**src/rtl/adder_error_monitor.sv**
```systemverilog
// Windowed error statistics (count, max and saturating sum of |exact - approx|) for an approximate adder.
// Defining ERR_BIAS_EN adds the bias_sum port: a signed saturating sum of (approx - exact).
module adder_error_monitor #(
    parameter int W            = 6,
    parameter int SAMPLES_LOG2 = 8,
    parameter int ACC_W        = 16
) (
    input  logic                    clk,
    input  logic                    rst_n,
    input  logic                    start,
    input  logic                    in_valid,
    output logic                    in_ready,
    input  logic [W:0]              y_exact,
    input  logic [W:0]              y_approx,
    output logic                    busy,
    output logic                    done,
    output logic [SAMPLES_LOG2:0]   err_count,
    output logic [W:0]              max_ed,
    output logic [ACC_W-1:0]        sum_ed,
    output logic                    sum_sat
`ifdef ERR_BIAS_EN
    ,
    output logic signed [ACC_W-1:0] bias_sum
`endif
);

    typedef enum logic [1:0] {
        S_IDLE = 2'd0,
        S_RUN  = 2'd1,
        S_DONE = 2'd2
    } state_t;

    localparam int CW = SAMPLES_LOG2 + 1;
    // One spare bit above the wider of the accumulator and the error distance, so an overflow is visible.
    localparam int SW = ((ACC_W > W + 1) ? ACC_W : W + 1) + 1;
    localparam logic [CW-1:0] LAST_IDX = {1'b0, {SAMPLES_LOG2{1'b1}}};
    localparam logic [SW-1:0] SUM_MAX  = SW'({ACC_W{1'b1}});

    state_t          state_q, state_d;
    logic [CW-1:0]   cnt_q, cnt_d;
    logic [CW-1:0]   err_count_q, err_count_d;
    logic [W:0]      max_ed_q, max_ed_d;
    logic [ACC_W-1:0] sum_ed_q, sum_ed_d;
    logic            sum_sat_q, sum_sat_d;

    logic            accept;
    logic [W:0]      ed;
    logic [SW-1:0]   sum_wide;

    // A start in RUN takes priority over a sample offered in the same cycle; that sample is dropped.
    assign accept   = (state_q == S_RUN) && in_valid && !start;
    assign ed       = (y_exact >= y_approx) ? (y_exact - y_approx) : (y_approx - y_exact);
    assign sum_wide = SW'(sum_ed_q) + SW'(ed);

    always_comb begin
        // NOTE: every signal gets its hold value first so no path through this block can infer a latch.
        state_d     = state_q;
        cnt_d       = cnt_q;
        err_count_d = err_count_q;
        max_ed_d    = max_ed_q;
        sum_ed_d    = sum_ed_q;
        sum_sat_d   = sum_sat_q;

        if (start) begin
            state_d     = S_RUN;
            cnt_d       = '0;
            err_count_d = '0;
            max_ed_d    = '0;
            sum_ed_d    = '0;
            sum_sat_d   = 1'b0;
        end else if (accept) begin
            cnt_d       = cnt_q + CW'(1);
            err_count_d = err_count_q + CW'(ed != '0);
            if (ed > max_ed_q) begin
                max_ed_d = ed;
            end
            if (sum_wide > SUM_MAX) begin
                sum_ed_d  = '1;
                sum_sat_d = 1'b1;
            end else begin
                sum_ed_d = sum_wide[ACC_W-1:0];
            end
            if (cnt_q == LAST_IDX) begin
                state_d = S_DONE;
            end
        end
    end

    always_ff @(posedge clk or negedge rst_n) begin
        if (!rst_n) begin
            state_q     <= S_IDLE;
            cnt_q       <= '0;
            err_count_q <= '0;
            max_ed_q    <= '0;
            sum_ed_q    <= '0;
            sum_sat_q   <= 1'b0;
        end else begin
            // NOTE: non-blocking assignments so every flop samples the pre-edge value of every other flop.
            state_q     <= state_d;
            cnt_q       <= cnt_d;
            err_count_q <= err_count_d;
            max_ed_q    <= max_ed_d;
            sum_ed_q    <= sum_ed_d;
            sum_sat_q   <= sum_sat_d;
        end
    end

    assign busy      = (state_q == S_RUN);
    assign in_ready  = (state_q == S_RUN);
    assign done      = (state_q == S_DONE);
    assign err_count = err_count_q;
    assign max_ed    = max_ed_q;
    assign sum_ed    = sum_ed_q;
    assign sum_sat   = sum_sat_q;

`ifdef ERR_BIAS_EN
    localparam int BW = ((ACC_W > W + 2) ? ACC_W : W + 2) + 1;
    localparam logic signed [BW-1:0] BIAS_MAX = {{(BW - ACC_W + 1){1'b0}}, {(ACC_W - 1){1'b1}}};
    localparam logic signed [BW-1:0] BIAS_MIN = {{(BW - ACC_W + 1){1'b1}}, {(ACC_W - 1){1'b0}}};

    logic signed [ACC_W-1:0] bias_q, bias_d;
    logic signed [W+1:0]     diff;
    logic signed [BW-1:0]    bias_wide;

    assign diff      = $signed({1'b0, y_approx}) - $signed({1'b0, y_exact});
    assign bias_wide = BW'(bias_q) + BW'(diff);

    always_comb begin
        bias_d = bias_q;
        if (start) begin
            bias_d = '0;
        end else if (accept) begin
            if (bias_wide > BIAS_MAX) begin
                bias_d = $signed(BIAS_MAX[ACC_W-1:0]);
            end else if (bias_wide < BIAS_MIN) begin
                bias_d = $signed(BIAS_MIN[ACC_W-1:0]);
            end else begin
                bias_d = $signed(bias_wide[ACC_W-1:0]);
            end
        end
    end

    always_ff @(posedge clk or negedge rst_n) begin
        if (!rst_n) begin
            bias_q <= '0;
        end else begin
            bias_q <= bias_d;
        end
    end

    assign bias_sum = bias_q;
`endif

endmodule
```
**config.mk**
```make
export PLATFORM = sky130hd
export DESIGN_NAME = adder_error_monitor
export DESIGN_NICKNAME = d
export VERILOG_FILES = /design/src/rtl/adder_error_monitor.sv
export SDC_FILE = /design/constraint.sdc
export NUM_CORES = 1
export LEC_CHECK = 0
export BUFFER_PORTS_ARGS = -buffer_cell sky130_fd_sc_hd__buf_4
export CORE_ASPECT_RATIO = 1.2
export CORE_MARGIN = 5
export CORE_UTILIZATION = 50
export DETAILED_ROUTE_END_ITERATION = 16
export PLACE_DENSITY = 0.75
export SLEW_MARGIN = 20
export SYNTH_ARGS = -nofsm -noshare
export SYNTH_HDL_FRONTEND = slang
export SYNTH_SLANG_ARGS = --single-unit
```
**constraint.sdc**
```tcl
create_clock -name clk -period 2 [get_ports clk]
set_input_delay 0.1 -clock clk [delete_from_list [all_inputs] [get_ports clk]]
set_output_delay 0.1 -clock clk [all_outputs]
set_load 0.01 [all_outputs]
```
# --- Word level (Yosys, flattened, before mapping) ---
# Cells that the tools add are included.
op_classes:
  n_addsub: 5
  order_cmp: 3
  n_eq_ne: 3
  n_mux: 17
  reduce_logical: 11
op_table:
  columns: ["op", "count"]
  rows:
  - ["$mux 16", 3]
  - ["$mux 9", 4]
  - ["$mux 7", 4]
  - ["$add 16x7->17", 1]
  - ["$gt 17x16->1 const B", 1]
  - ["$sub 7x7->7", 2]
  - ["$add 9x1->9", 1]
  - ["$add 9x1->9 const B", 1]
  - ["$eq 9x8->1 const B", 1]
  - ["$reduce_bool 2->1", 4]
  - ["$ge 7x7->1", 1]
  - ["$gt 7x7->1", 1]
  - ["$reduce_bool 7->1", 1]
  - ["$mux 2", 3]
  - ["$reduce_and 2->1", 3]
  - ["$mux 1", 3]
  - ["$eq 2x1->1 const B", 1]
  - ["$eq 2x2->1 const B", 1]
  - ["$logic_and 1x1->1", 2]
  - ["$logic_not 1->1", 1]
word_totals:
  regBits: 44
  input_bits: 18

# --- Depth between registers and ports, before layout ---
logic_depth:
  depth_word: 7
  depth_mapped: 17
  ltp_nobuf: 17

# --- Least setup slack after synthesis ---
# No wires, ideal clock.
synth_path:
  kind: "input to register"
  startpoint: "in y_exact[2]"
  endpoint: "reg err_count_q[8], in the netlist err_count[8]"
  t_arrival_ps: 3306
  required_ps: 1868
  setup_slack_ps: -1438
  path_stages: 16
  n_path_buf: 1
  cell_sequence: "inv_1 -> ha_1 -> buf_6 -> and4_1 -> a311oi_2 -> a31oi_4 -> mux2i_1 -> xor2_1 -> or4_1 -> or4_1 -> ha_1 -> ha_1 -> and3_1 -> nand4_1 -> xor2_1 -> nor2_1"
synth_via:
  elab_chain_len: 6
  elab_cells_between_ends: 8
  cone_classes: "3 x add/sub; 1 x order compare; 3 x mux; 1 x reduce/logical"
synth_lines:
  columns: ["item", "line", "source"]
  rows:
  - ["start: declaration", "13", "input logic [W:0] y_exact,"]
  - ["$sub 7x7->7 / $ge 7x7->1 (equally long branches)", "52", "assign ed = (y_exact >= y_approx) ? (y_exact - y_approx) : (y_approx - y_exact);"]
  - ["$mux 7 *", "52", null]
  - ["$reduce_bool 7->1 *", "73", "err_count_d = err_count_q + CW'(ed != '0);"]
  - ["$add 9x1->9 *", "73", null]
  - ["$mux 9 *", "71", "end else if (accept) begin"]
  - ["$mux 9 *", "64", "if (start) begin"]
  - ["end signal: assignment", "101", "err_count_q <= err_count_d;"]
  - ["end: declaration", "41", "logic [CW-1:0] err_count_q, err_count_d;"]
# Every way passes the cells marked *; elsewhere a longest branch is shown, timed or not. The select of a mux whose other input is x is not followed.
# A chain may end at the register's enable or synchronous reset.

# --- Worst setup path after layout ---
layout_path:
  startpoint: "in y_exact[5]"
  endpoint: "reg err_count_q[8], in the netlist err_count[8]"
# The elaborated chain is that of the path after synthesis.

==> Implementation_results.wiki <==
{| class="wikitable"
! Metric !! Value
|-
| Result of the run || finished, violations left
|-
| Violated checks || setup timing
|-
| Critical path origin || y_exact[5]
|-
| Remaining design rule violation count || 0
|-
| Synthesized cell area || between 3000 and 4000 µm²
|-
| Fraction of layout cells with a size suffix above 1 || 36.72%
|-
| Antenna violations before repair || 0
|-
| Netlist cell types || 40
|-
| Clock-pin transition on the worst setup and hold timing paths || around 90 ps
|-
| Worst Setup Slack, final || -1129 ps
|-
| N_diodes || 0
|-
| Maximum cell stage delay along the critical path || 460 ps
|-
| Iter 0 DRT Violations || between 150 and 200
|-
| Maximum number of pins on one net before global-route repair || 45
|-
| Min cycle time layout || around 3100 ps
|-
| Final Wtd Congestion || between 0.8 and 0.9
|-
| Core Rows || 31
|-
| Warnings from Yosys || 0
|-
| Number of enable flip-flop cells after synthesis || 0
|-
| Number of top-level pins || 54
|-
| Total power || 3.395 mW
|-
| Die area || approximately 7700 µm²
|-
| Number of nets in the synthesized netlist || 388
|-
| Clock root cell || clkbuf_8
|-
| Pwr dens || roughly 790 nW/µm²
|-
| RSZ-0062 raised after global routing || true
|-
| Total count of max-transition violations in the final report || 0
|-
| Routed WL || approximately 7.4 mm
|-
| Count of non-filler cells in the finished layout || 515
|-
| FF/Latch Area || around 1100 µm²
|-
| Cell-by-cell trace of the critical path || buf_6 > inv_4 > ha_4 > and4_1 > a311oi_2 > a31oi_4 > buf_6 > mux2i_1 > xnor2_1 > or4_1 > or4_4 > ha_4 > ha_4 > and3_4 > nand4_1 > xor2_1 > nor2_1
|-
| WS Path Type || in -> reg
|-
| Slowest library cell on the worst path || or4_1
|-
| TritonCTS sink count || between 40 and 50
|-
| Number of levels the H-tree was split into || 2
|-
| Cells after DPL || 500
|-
| Worst Min Path Start || start
|-
| Area fraction of the dominant cell type after synthesis || a little over a third
|-
| Count of endpoints failing hold in the final timing report || 0
|-
| Overall global routing resource usage || around a fifth
|-
| Post-DR vias/cell || about 5.4
|-
| DIE WIDTH || around 81 µm
|-
| Highest fanout seen on the critical path || 6
|-
| Post-layout nets || roughly 490
|-
| Transition time of the tightest slew-check pin || 556.4 ps
|-
| Family of cells with the greatest summed delay on the critical path || simple AND/OR/NAND/NOR gates
|-
| DRT Pass-1 Iters || 4
|-
| Setup violators final || 33
|-
| Worst Path Required || between 2000 and 2500 ps
|-
| Post-synthesis instance total || 334
|-
| Top_reg_cell synth || dfrtp_1
|-
| Flop and latch count out of synthesis || 44
|-
| Vias in the first global route || ~2800
|-
| Number of buffers added on ports || 53
|-
| Later-pin clock latency in the skew report || around 300 ps
|-
| Most used cell, CP || ha_4
|-
| Leakage power total || 2.054 nW
|-
| Headroom to the max-slew limit || between 60% and 70%
|-
| CP endpoint kind || flip-flop
|-
| Core Region || 5973 µm²
|-
| Area added between synthesis and finish || 40.96%
|-
| Origin of the critical flop-to-flop path || sum_ed[0]$_DFFE_PN0P_
|-
| Die Height || approximately 95 µm
|-
| Fin util || a little under three quarters
|-
| Clock skew || ~6.5 ps
|-
| Async set or reset register ratio after synthesis || 100.0%
|-
| TritonCTS clock tree || done
|-
| Sequential fraction of the synthesis area || a little over a third
|-
| Min-Delay Path Class || in -> reg
|-
| Max-capacitance violation count || 0
|-
| Critical Path AT || between 3000 and 4000 ps
|-
| Fillers || 465
|-
| Detail Route Antenna Nets || 0
|-
| Via count || 2772
|-
| Area taken by multi-input logic gates || roughly 2000 µm²
|-
| CP startpoint kind || primary input
|-
| Average wire per standard cell || ~14 µm
|-
| Dpl hpwl || ~5.6 mm
|-
| Post-Synthesis Mean Instance Area || slightly above 9 µm²
|-
| Cts bufs inserted || 5
|-
| Largest voltage drop on the vdd net || about 0.40 mV
|-
| Effective utilization at floorplan || 50.84%
|-
| Max Clock Freq || 319.6 MHz
|-
| Buffers & Inverters on Critical Path || 3
|-
| Cell type with the largest total area after synthesis || dfrtp_1
|-
| Buffers from clock root to sink, at most || 2
|-
| Top post-synthesis cells by area || dfrtp_1, ha_1, a21oi_1
|-
| Global-route wire length before repair || about 12 mm
|-
| Final clock period utilization by the worst path || 156.5%
|-
| Gr ovfl total || 0
|}
cell type report:
cell class | instances | area share [%]
well taps | 82 | 2.397
flip-flops and latches | 44 | 25.72
clock buffers | 7 | 2.251
repair buffers | 101 | 18.68
multi-input cells | 250 | 47.15
clock inverters | 1 | 0.7015
inverters | 30 | 3.099
worst register-to-register path, cell delays in order (launching register included):
cell and delay (ps):
dfrtp_1 390, ha_1 230, fa_1 400, nand3_1 140, a21oi_2 90, o21ai_4 210
a21oi_4 110, nand3_2 80, buf_6 170, o21ai_0 110
layer usage:
metal | GRT usage [%] | routed length (µm) | vias to the layer above
met5 | 0 | 0 | -
met4 | 5.915 | 103 | 0
met3 | 2.174 | 204 | 9
met2 | 38.29 | 4030 | 48
met1 | 23.48 | 3065 | 1349
li1 | - | - | 1366
timing repair:
| action | in CTS | in global routing |
|---|---|---|
| gates resized for setup | 38 | 4 |
| endpoints found under the hold margin | 44 | 0 |
| buffers inserted | 5 | 1 |
| setup endpoints to repair | 33 | 33 |
| pin swaps | 7 | 4 |
| cloned | 0 | 0 |
| hold buffers | 1 | 0 |
cells in the mapped netlist, drive strengths merged, types with 3 or more instances:
cell type / count
o21ai: 21
o21a: 3
a22o: 4
clkbuf: 8
nor2b: 4
or4: 3
nor3: 3
xnor2: 9
dfrtp: 44
nand4: 8
ha: 33
nor2: 28
a21o: 6
inv: 30
nand2: 27
xor2: 12
fa: 3
or3: 5
a21oi: 27
nand3: 16
o211ai: 3
mux2i: 13
and2: 4
where the power goes:
group	total, mW	internal, mW	switching (mW)
Sequential	1.06	0.972	0.0915
Clock	0.751	0.441	0.310
Combinational	1.58	0.816	0.764
per-stage QoR:
| step | TNS, ps | worst slack (ps) | cell area, µm² | hold slack, ps |
|---|---|---|---|---|
| final | -31070 | -1129 | 4280 | 219.4 |
| after global routing | -36430 | -1260 | 4280 | 237.9 |
| after CTS | -30340 | -1093 | 4260 | 219.5 |
| after detailed placement | -46070 | -1525 | 3955 | 132.2 |
| after global placement | -42480 | -1443 | 3955 | 131.0 |
| after floorplan | -31410 | -1241 | 3206 | -195.6 |
logic make-up (layout without fill, tap and decap cells):
kind of cell | after synthesis | count (layout) | synth area share [%]
DFF | 44 | 44 | 36.26
xor gates and xnor gates | 21 | 21 | 6.057
muxes | 14 | 14 | 4.656
adders and majority gates | 36 | 36 | 15.57
buffers and inverters | 40 | 139 | 5.315
AOI/OAI and AO/OA | 74 | 74 | 15.41
and+or+nand+nor | 105 | 105 | 16.73
layout by cell type (no fill, tap or decap), types with 6 or more instances in the layout:
cell and count:
buf_4 92, dfrtp_1 44, nor2_1 27, inv_1 25, ha_1 23, nand2_1 22
a21oi_1 19, mux2i_1 13, o21ai_1 12, xor2_1 11, nand3_1 10, xnor2_1 9
nand4_1 8, ha_4 8, o21ai_0 7, clkbuf_8 7, buf_6 7, a21oi_2 6
nand3_2 6
worst paths after layout:
check | end | slack (ps) | cells after the start
worst max-delay path | err_count[8]$_DFFE_PN0P_ | -1130 | 17
worst min-delay path | sum_ed[12]$_DFFE_PN0P_ | 220 | 2
worst max register to register | sum_ed[8]$_DFFE_PN0P_ | -50 | 9
worst min register to register | sum_sat$_DFFE_PN0P_ | 510 | 2
max in group asynchronous | sum_ed[7]$_DFFE_PN0P_ | 1290 | 2
min in group asynchronous | cnt_q[7]$_DFFE_PN0P_ | 330 | 2
sequential cells by signal, indices dropped and copies added, names as in the netlist:
register / count
err_count: 9
max_ed: 7
cnt_q: 9
sum_ed: 16
sum_sat: 1
state_q: 2
Note: power is estimated with default switching activity, not from simulation.
